$ cat src/rtl/fetch_pkg.sv
// Shared types and constants for the instruction fetch unit.
//   fetch_state_t : request FSM states (IDLE / WAIT / DROP)
//   fetch_entry_t : one queued fetch result {pc, inst}
//   INST_BYTES    : fetch stride in bytes
package fetch_pkg;

    localparam int unsigned INST_BYTES = 4;

    typedef enum logic [1:0] {
        IDLE = 2'd0,
        WAIT = 2'd1,
        DROP = 2'd2
    } fetch_state_t;

    typedef struct packed {
        logic [31:0] pc;
        logic [31:0] inst;
    } fetch_entry_t;

endpackage

$ cat src/rtl/inst_fetch_unit_if.sv
// Bus bundle for the fetch unit: instruction-memory read port plus the
// decode-side valid/ready output.
//   master : fetch unit side (drives mem_rreq/mem_raddr, out_valid/out_pc/out_inst)
//   slave  : memory + decode side (drives mem_rdata/mem_data_valid, out_ready)
interface inst_fetch_unit_if;

    logic        mem_rreq;
    logic [31:0] mem_raddr;
    logic [31:0] mem_rdata;
    logic        mem_data_valid;
    logic        out_valid;
    logic        out_ready;
    logic [31:0] out_pc;
    logic [31:0] out_inst;

    modport master (
        output mem_rreq,
        output mem_raddr,
        input  mem_rdata,
        input  mem_data_valid,
        output out_valid,
        input  out_ready,
        output out_pc,
        output out_inst
    );

    modport slave (
        input  mem_rreq,
        input  mem_raddr,
        output mem_rdata,
        output mem_data_valid,
        input  out_valid,
        output out_ready,
        input  out_pc,
        input  out_inst
    );

endinterface

$ cat src/rtl/fetch_queue.sv
// First-word fall-through FIFO of fetch results.
//   clk, reset         : rising-edge clock, synchronous active-high reset
//   push, push_entry   : enqueue one entry
//   pop                : dequeue the head entry (ignored when empty)
//   flush              : empty the queue; wins over a same-cycle push/pop
//   head_entry         : current head (valid while !empty)
//   count, full, empty : occupancy
// QDEPTH must be a power of two (2 or 4) so the pointers wrap naturally.
module fetch_queue
    import fetch_pkg::*;
#(
    parameter  int unsigned QDEPTH = 2,
    localparam int unsigned CW     = $clog2(QDEPTH + 1)
) (
    input  logic         clk,
    input  logic         reset,
    input  logic         push,
    input  fetch_entry_t push_entry,
    input  logic         pop,
    input  logic         flush,
    output fetch_entry_t head_entry,
    output logic [CW-1:0] count,
    output logic         full,
    output logic         empty
);

    localparam int unsigned PW = $clog2(QDEPTH);

    fetch_entry_t  mem_q [QDEPTH];
    logic [PW-1:0] rd_ptr_q;
    logic [PW-1:0] wr_ptr_q;
    logic [CW-1:0] count_q;
    logic          pop_en;
    logic          push_en;

    assign empty   = (count_q == '0);
    assign full    = (count_q == CW'(QDEPTH));
    assign count   = count_q;
    assign pop_en  = pop & ~empty;
    // At full, a push is only accepted when the head leaves in the same cycle.
    assign push_en = push & (~full | pop_en);

    assign head_entry = mem_q[rd_ptr_q];

    always_ff @(posedge clk) begin
        if (push_en && !flush && !reset) begin
            mem_q[wr_ptr_q] <= push_entry;
        end
    end

    always_ff @(posedge clk) begin
        if (reset || flush) begin
            rd_ptr_q <= '0;
            wr_ptr_q <= '0;
            count_q  <= '0;
        end else begin
            if (push_en) begin
                wr_ptr_q <= wr_ptr_q + PW'(1);
            end
            if (pop_en) begin
                rd_ptr_q <= rd_ptr_q + PW'(1);
            end
            case ({push_en, pop_en})
                2'b10:   count_q <= count_q + CW'(1);
                2'b01:   count_q <= count_q - CW'(1);
                default: count_q <= count_q;
            endcase
        end
    end

endmodule

$ cat src/rtl/inst_fetch_unit.sv
// Instruction fetch unit: one outstanding memory read at a time, results
// buffered in a small FWFT queue towards decode.
//   clk, reset                  : rising-edge clock, synchronous active-high reset
//   redirect_valid, redirect_pc : one-cycle branch/exception redirect
//   bus (master)                : memory read port and decode valid/ready output
// Parameters: RESET_PC (first fetch address), QDEPTH (queue depth, 2 or 4).
module inst_fetch_unit
    import fetch_pkg::*;
#(
    parameter logic [31:0] RESET_PC = 32'h0000_0000,
    parameter int unsigned QDEPTH   = 2
) (
    input  logic                      clk,
    input  logic                      reset,
    input  logic                      redirect_valid,
    input  logic [31:0]               redirect_pc,
    inst_fetch_unit_if.master         bus
);

    localparam int unsigned CW = $clog2(QDEPTH + 1);

    fetch_state_t  state_q, state_d;
    logic [31:0]   fetch_pc_q, fetch_pc_d;
    logic [31:0]   req_addr_q, req_addr_d;
    logic          rreq;
    logic          push;
    logic          pop;
    logic          flush;
    logic          outstanding;
    logic          credit_ok;
    logic [31:0]   redirect_target;
    logic [31:0]   word_addr;
    fetch_entry_t  entry_in;
    fetch_entry_t  head;
    logic [CW-1:0] q_count;
    logic          q_full;
    logic          q_empty;

    assign redirect_target = redirect_pc & ~32'h0000_0003;
    assign word_addr       = {2'b00, fetch_pc_q[31:2]};
    assign outstanding     = (state_q != IDLE);
    assign credit_ok       = ~q_full && ((32'(q_count) + 32'(outstanding)) < QDEPTH);
    assign entry_in        = '{pc: fetch_pc_q, inst: bus.mem_rdata};

    always_ff @(posedge clk) begin
        if (reset) begin
            state_q    <= IDLE;
            fetch_pc_q <= RESET_PC;
            req_addr_q <= '0;
        end else begin
            state_q    <= state_d;
            fetch_pc_q <= fetch_pc_d;
            req_addr_q <= req_addr_d;
        end
    end

    always_comb begin
        state_d    = state_q;
        fetch_pc_d = fetch_pc_q;
        req_addr_d = req_addr_q;
        rreq       = 1'b0;
        push       = 1'b0;
        flush      = 1'b0;
        case (state_q)
            IDLE: begin
                if (redirect_valid) begin
                    flush      = 1'b1;
                    fetch_pc_d = redirect_target;
                end else if (credit_ok) begin
                    rreq       = 1'b1;
                    req_addr_d = word_addr;
                    state_d    = WAIT;
                end
            end
            WAIT: begin
                rreq = 1'b1;
                if (redirect_valid) begin
                    // A response arriving with the redirect is stale; no DROP needed.
                    flush      = 1'b1;
                    fetch_pc_d = redirect_target;
                    state_d    = bus.mem_data_valid ? IDLE : DROP;
                end else if (bus.mem_data_valid) begin
                    push       = 1'b1;
                    fetch_pc_d = fetch_pc_q + 32'(INST_BYTES);
                    state_d    = IDLE;
                end
            end
            DROP: begin
                if (redirect_valid) begin
                    flush      = 1'b1;
                    fetch_pc_d = redirect_target;
                end
                if (bus.mem_data_valid) begin
                    state_d = IDLE;
                end
            end
            default: begin
                state_d = IDLE;
            end
        endcase
    end

    // Outputs are forced to zero while reset is held, independent of flop state.
    assign bus.mem_rreq  = rreq & ~reset;
    assign bus.mem_raddr = reset ? '0 : ((state_q == IDLE) ? word_addr : req_addr_q);
    assign bus.out_valid = ~q_empty & ~reset;
    assign bus.out_pc    = bus.out_valid ? head.pc : '0;
    assign bus.out_inst  = bus.out_valid ? head.inst : '0;
    assign pop           = bus.out_valid & bus.out_ready;

    fetch_queue #(
        .QDEPTH (QDEPTH)
    ) u_queue (
        .clk        (clk),
        .reset      (reset),
        .push       (push),
        .push_entry (entry_in),
        .pop        (pop),
        .flush      (flush),
        .head_entry (head),
        .count      (q_count),
        .full       (q_full),
        .empty      (q_empty)
    );

endmodule

$ cat src/flat_wrapper.sv
// flat-port wrapper written by rule: the top's interface ports become plain ports
module inst_fetch_unit_flat import fetch_pkg::*;
#(
    parameter logic [31:0] RESET_PC = 32'h0000_0000,
    parameter int unsigned QDEPTH   = 2
)
  (clk, reset, redirect_valid, redirect_pc, bus_mem_rreq, bus_mem_raddr, bus_mem_rdata, bus_mem_data_valid, bus_out_valid, bus_out_ready, bus_out_pc, bus_out_inst);
  inst_fetch_unit_if bus_i ();
  input  logic clk;
  input  logic reset;
  input  logic redirect_valid;
  input  logic [31:0] redirect_pc;
  output wire logic [$bits(bus_i.mem_rreq)-1:0] bus_mem_rreq;
  output wire logic [$bits(bus_i.mem_raddr)-1:0] bus_mem_raddr;
  input wire logic [$bits(bus_i.mem_rdata)-1:0] bus_mem_rdata;
  input wire logic [$bits(bus_i.mem_data_valid)-1:0] bus_mem_data_valid;
  output wire logic [$bits(bus_i.out_valid)-1:0] bus_out_valid;
  input wire logic [$bits(bus_i.out_ready)-1:0] bus_out_ready;
  output wire logic [$bits(bus_i.out_pc)-1:0] bus_out_pc;
  output wire logic [$bits(bus_i.out_inst)-1:0] bus_out_inst;
  assign bus_mem_rreq = bus_i.mem_rreq;
  assign bus_mem_raddr = bus_i.mem_raddr;
  assign bus_i.mem_rdata = bus_mem_rdata;
  assign bus_i.mem_data_valid = bus_mem_data_valid;
  assign bus_out_valid = bus_i.out_valid;
  assign bus_i.out_ready = bus_out_ready;
  assign bus_out_pc = bus_i.out_pc;
  assign bus_out_inst = bus_i.out_inst;
  inst_fetch_unit #(.RESET_PC(RESET_PC), .QDEPTH(QDEPTH)) u_core (.clk(clk), .reset(reset), .redirect_valid(redirect_valid), .redirect_pc(redirect_pc), .bus(bus_i));
endmodule
$ cat config.mk
export PLATFORM = sky130hd
export DESIGN_NAME = inst_fetch_unit_flat
export DESIGN_NICKNAME = d
export VERILOG_FILES = /design/src/rtl/fetch_pkg.sv /design/src/rtl/inst_fetch_unit_if.sv /design/src/rtl/fetch_queue.sv /design/src/rtl/inst_fetch_unit.sv /design/src/flat_wrapper.sv
export SDC_FILE = /design/constraint.sdc
export NUM_CORES = 1
export LEC_CHECK = 0
export BUFFER_PORTS_ARGS = -buffer_cell sky130_fd_sc_hd__buf_2
export CAP_MARGIN = 20
export CELL_PAD_IN_SITES_DETAIL_PLACEMENT = 0
export CELL_PAD_IN_SITES_GLOBAL_PLACEMENT = 1
export CORE_MARGIN = 10
export CORE_UTILIZATION = 43
export CTS_CLUSTER_DIAMETER = 120
export DETAILED_ROUTE_END_ITERATION = 16
export PLACE_DENSITY_LB_ADDON = 0.08
export RECOVER_POWER = 100
export SYNTH_ARGS = -nofsm -noshare
export SYNTH_HDL_FRONTEND = slang
export SYNTH_SLANG_ARGS = --single-unit
$ cat constraint.sdc
create_clock -name clk -period 10.45 [get_ports clk]
set_clock_uncertainty 0.2 [all_clocks]
set_input_delay 2.09 -clock clk [delete_from_list [all_inputs] [get_ports clk]]
set_output_delay 2.09 -clock clk [all_outputs]
set_load 0.02 [all_outputs]
==> metrics.txt <==
Residual DRC 0; Port Buffer Count 160; post-synth cell types 63; status finished, violations left; DP HPWL 15.7 mm; total power 1.59 mW; initial antenna violation count 0; Slew @ Worst Pin 3.47 ns; fmax 0.139 GHz; crit path DAT 4.90 ns; Die H 162 um; CTS Sinks 191; Num CTS Buffers 17; largest net degree at the start of global routing 97; CP delay by family, top buffers and inverters; H-Tree Level Count 4; area grow syn2layout 15.5%; Wirelength per Cell 19.0 um; number of flops mapped to enable cells by yosys 124; Yosys top cell area share 42.8%; Worst Hold Class flip-flop to flip-flop; MaxCap Viol Count 4; Die Wd 162 um; kind of critical path input pin to primary output; Hold Crit Start u_core.req_addr_q[4]$_SDFFE_PP0P_; Worst Setup SP reset; vias in the first global route 6651; Mapped Cells 848; CP dominant cell by count clkbuf_1; Antenna Violating Nets Remaining 0; vias per inst 5.52; P_leak 3.14 nW; Ys Warns 0; clk slew on worst S/H paths 0.08 ns; Die ar. 26300 um2; drt first pass iters 5; RSZ-0062 raised after global routing no; slowest stage cell, crit path clkbuf_1; Detailed Route WL 23.7 mm; Synth Cell Area 8710 um2; CP cell instances buf_2 > o21bai_4 > clkbuf_1 > nor2_1 > clkbuf_1; ranking of synthesized cells by area edfxtp_1 (43%), dfxtp_1 (15%), mux2i_1 (7.5%); endpoints failing hold 0; final hold slack 0.258 ns; Power Dens Cells 158 nW/um2; Post-synth ARST share 0%; hold_buf cts 0; CTS tree yes; drt initial violations 515; gpl congestion 0.828; root buf cell clkbuf_16; type of origin of the critical path input pin; crit share post-route 68.8%; CP Capture Type primary output; ANT cells 0; Initial Util 43.3%; first-pass GRT wire length 36.9 mm; nets 1033; violated checks max-capacitance violations, max-slew violations; Place WS 4.71 ns; Top FF cell, synth edfxtp_1; # Post-CTS Setup Buffers 0; share of layout cells above drive strength 1 9.84%; Max FO, Critical Path 63; most frequent cells after synthesis nand2_1 (144), edfxtp_1 (124), nor2_1 (86), a21oi_1 (80), dfxtp_1 (67); relative slew slack -131%; Sum Neg Setup Slack 0 ns; Syn Area/Cell 10.3 um2; GRT Total Usage 17.4%; Setup WS post-layout 3.26 ns; endpoints failing setup 0; CP max stage delay 2.02 ns; sequential cell area fraction in the yosys report 58.2%; FF-to-FF Start u_core.state_q[0]$_SDFFE_PP0P_; Post-CTS Resized 0; Worst Path Required 8.16 ns; area of the core 20100 um2; Via Count 6883; gr ovfl total 0; Synth area leader edfxtp_1; Max Slew Vio Count 219; Max IR drop VDD 110 uV; minimum clock period after layout 7.19 ns; #FFs+latches synth 191; CTS Buffer Depth 2; # rows 52; most common cell in the synthesized netlist nand2_1; total I/O pin count 167; clk_lat worst skew 0.43 ns; WP buf/inv 3
==> path summary, 6_finish.rpt <==
kind	cells after the start	slack (ns)	end
min	2	0.26	u_core.req_addr_q[4]$_SDFFE_PP0P_
max reg2reg	4	5.79	u_core.u_queue.mem_q[1][18]$_DFFE_PP_
min reg2reg	2	0.26	u_core.req_addr_q[4]$_SDFFE_PP0P_
max	5	3.26	bus_out_pc[13]
==> state kept, by name, summed over array words and instances, names as in the netlist, named ones only <==
signal                   count
u_core.fetch_pc_q           30
u_core.state_q               2
u_core.u_queue.wr_ptr_q      1
u_core.u_queue.mem_q       124
u_core.u_queue.count         2
u_core.req_addr_q           30
u_core.u_queue.rd_ptr_q      1
==> metrics by stage <==
stage	std cells	utilization, %	cell area, um2
after floorplan	851	-	8720
after global placement	1212	48.0	9640
after detailed placement	1212	48.0	9640
after CTS	1244	50.8	10200
after global routing	1246	50.0	10100
final	1246	50.0	10100
==> where the power goes <==
part	internal (mW)	switching (mW)	leakage, nW
clock	0.321	0.319	0.281
combinational	0.0350	0.0675	1.18
sequential	0.819	0.0306	1.68
total	1.17	0.417	3.14
==> metal layers <==
metal / up-vias / wire (um) / global-route usage [%]
li1: 3305 / - / -
met1: 3313 / 10800 / 23.7
met2: 252 / 11000 / 26.9
met3: 13 / 1660 / 5.16
met4: 0 / 222 / 4.14
met5: - / 0 / 0
==> worst min-delay path: stages (launching register included) <==
cell and delay [ns]:
dfxtp_1 0.31, nand2_1 0.05, a21oi_1 0.05
==> layout by cell type, fill, tap and decap left out, types with 3 or more instances in the layout <==
cell,count
nand2_1,144
edfxtp_1,124
clkbuf_1,120
nor2_1,86
a21oi_1,80
dfxtp_1,66
mux2i_1,65
buf_2,48
nand4_1,17
clkbuf_16,17
nand3_1,15
o211ai_1,13
or4_1,13
nor3_1,12
o21ai_0,12
a32oi_1,11
a31oi_1,9
and3_1,9
and2_1,8
nor4_1,6
inv_6,6
nand2b_1,5
or3_1,5
o311ai_0,4
nor3b_1,4
conb_1,4
inv_8,4
buf_4,4
and4_1,3
or4b_1,3
a21o_1,3
inv_1,3
a22oi_1,3
nor2b_1,3
a211oi_1,3
==> layout make-up <==
class / instances / area (um2)
Clock inverter: 15 / 150
Sequential cell: 191 / 5070
Multi-Input combinational cell: 577 / 3330
Tap cell: 270 / 338
Timing Repair Buffer: 173 / 736
Inverter: 3 / 11.3
Clock buffer: 17 / 425
Fill cell: 1916 / 10000
==> logic make-up after synthesis <==
family | after synthesis | share of synthesized area (%)
flops | 191 | 58.2
xor+xnor | 2 | 0.201
simple gates | 348 | 18.9
other cells | 1 | 0.0431
buf+inv | 83 | 3.91
fa+ha+maj | 1 | 0.144
mux | 66 | 7.60
compound gates | 156 | 11.1
Power figures use the tool's default switching activity.
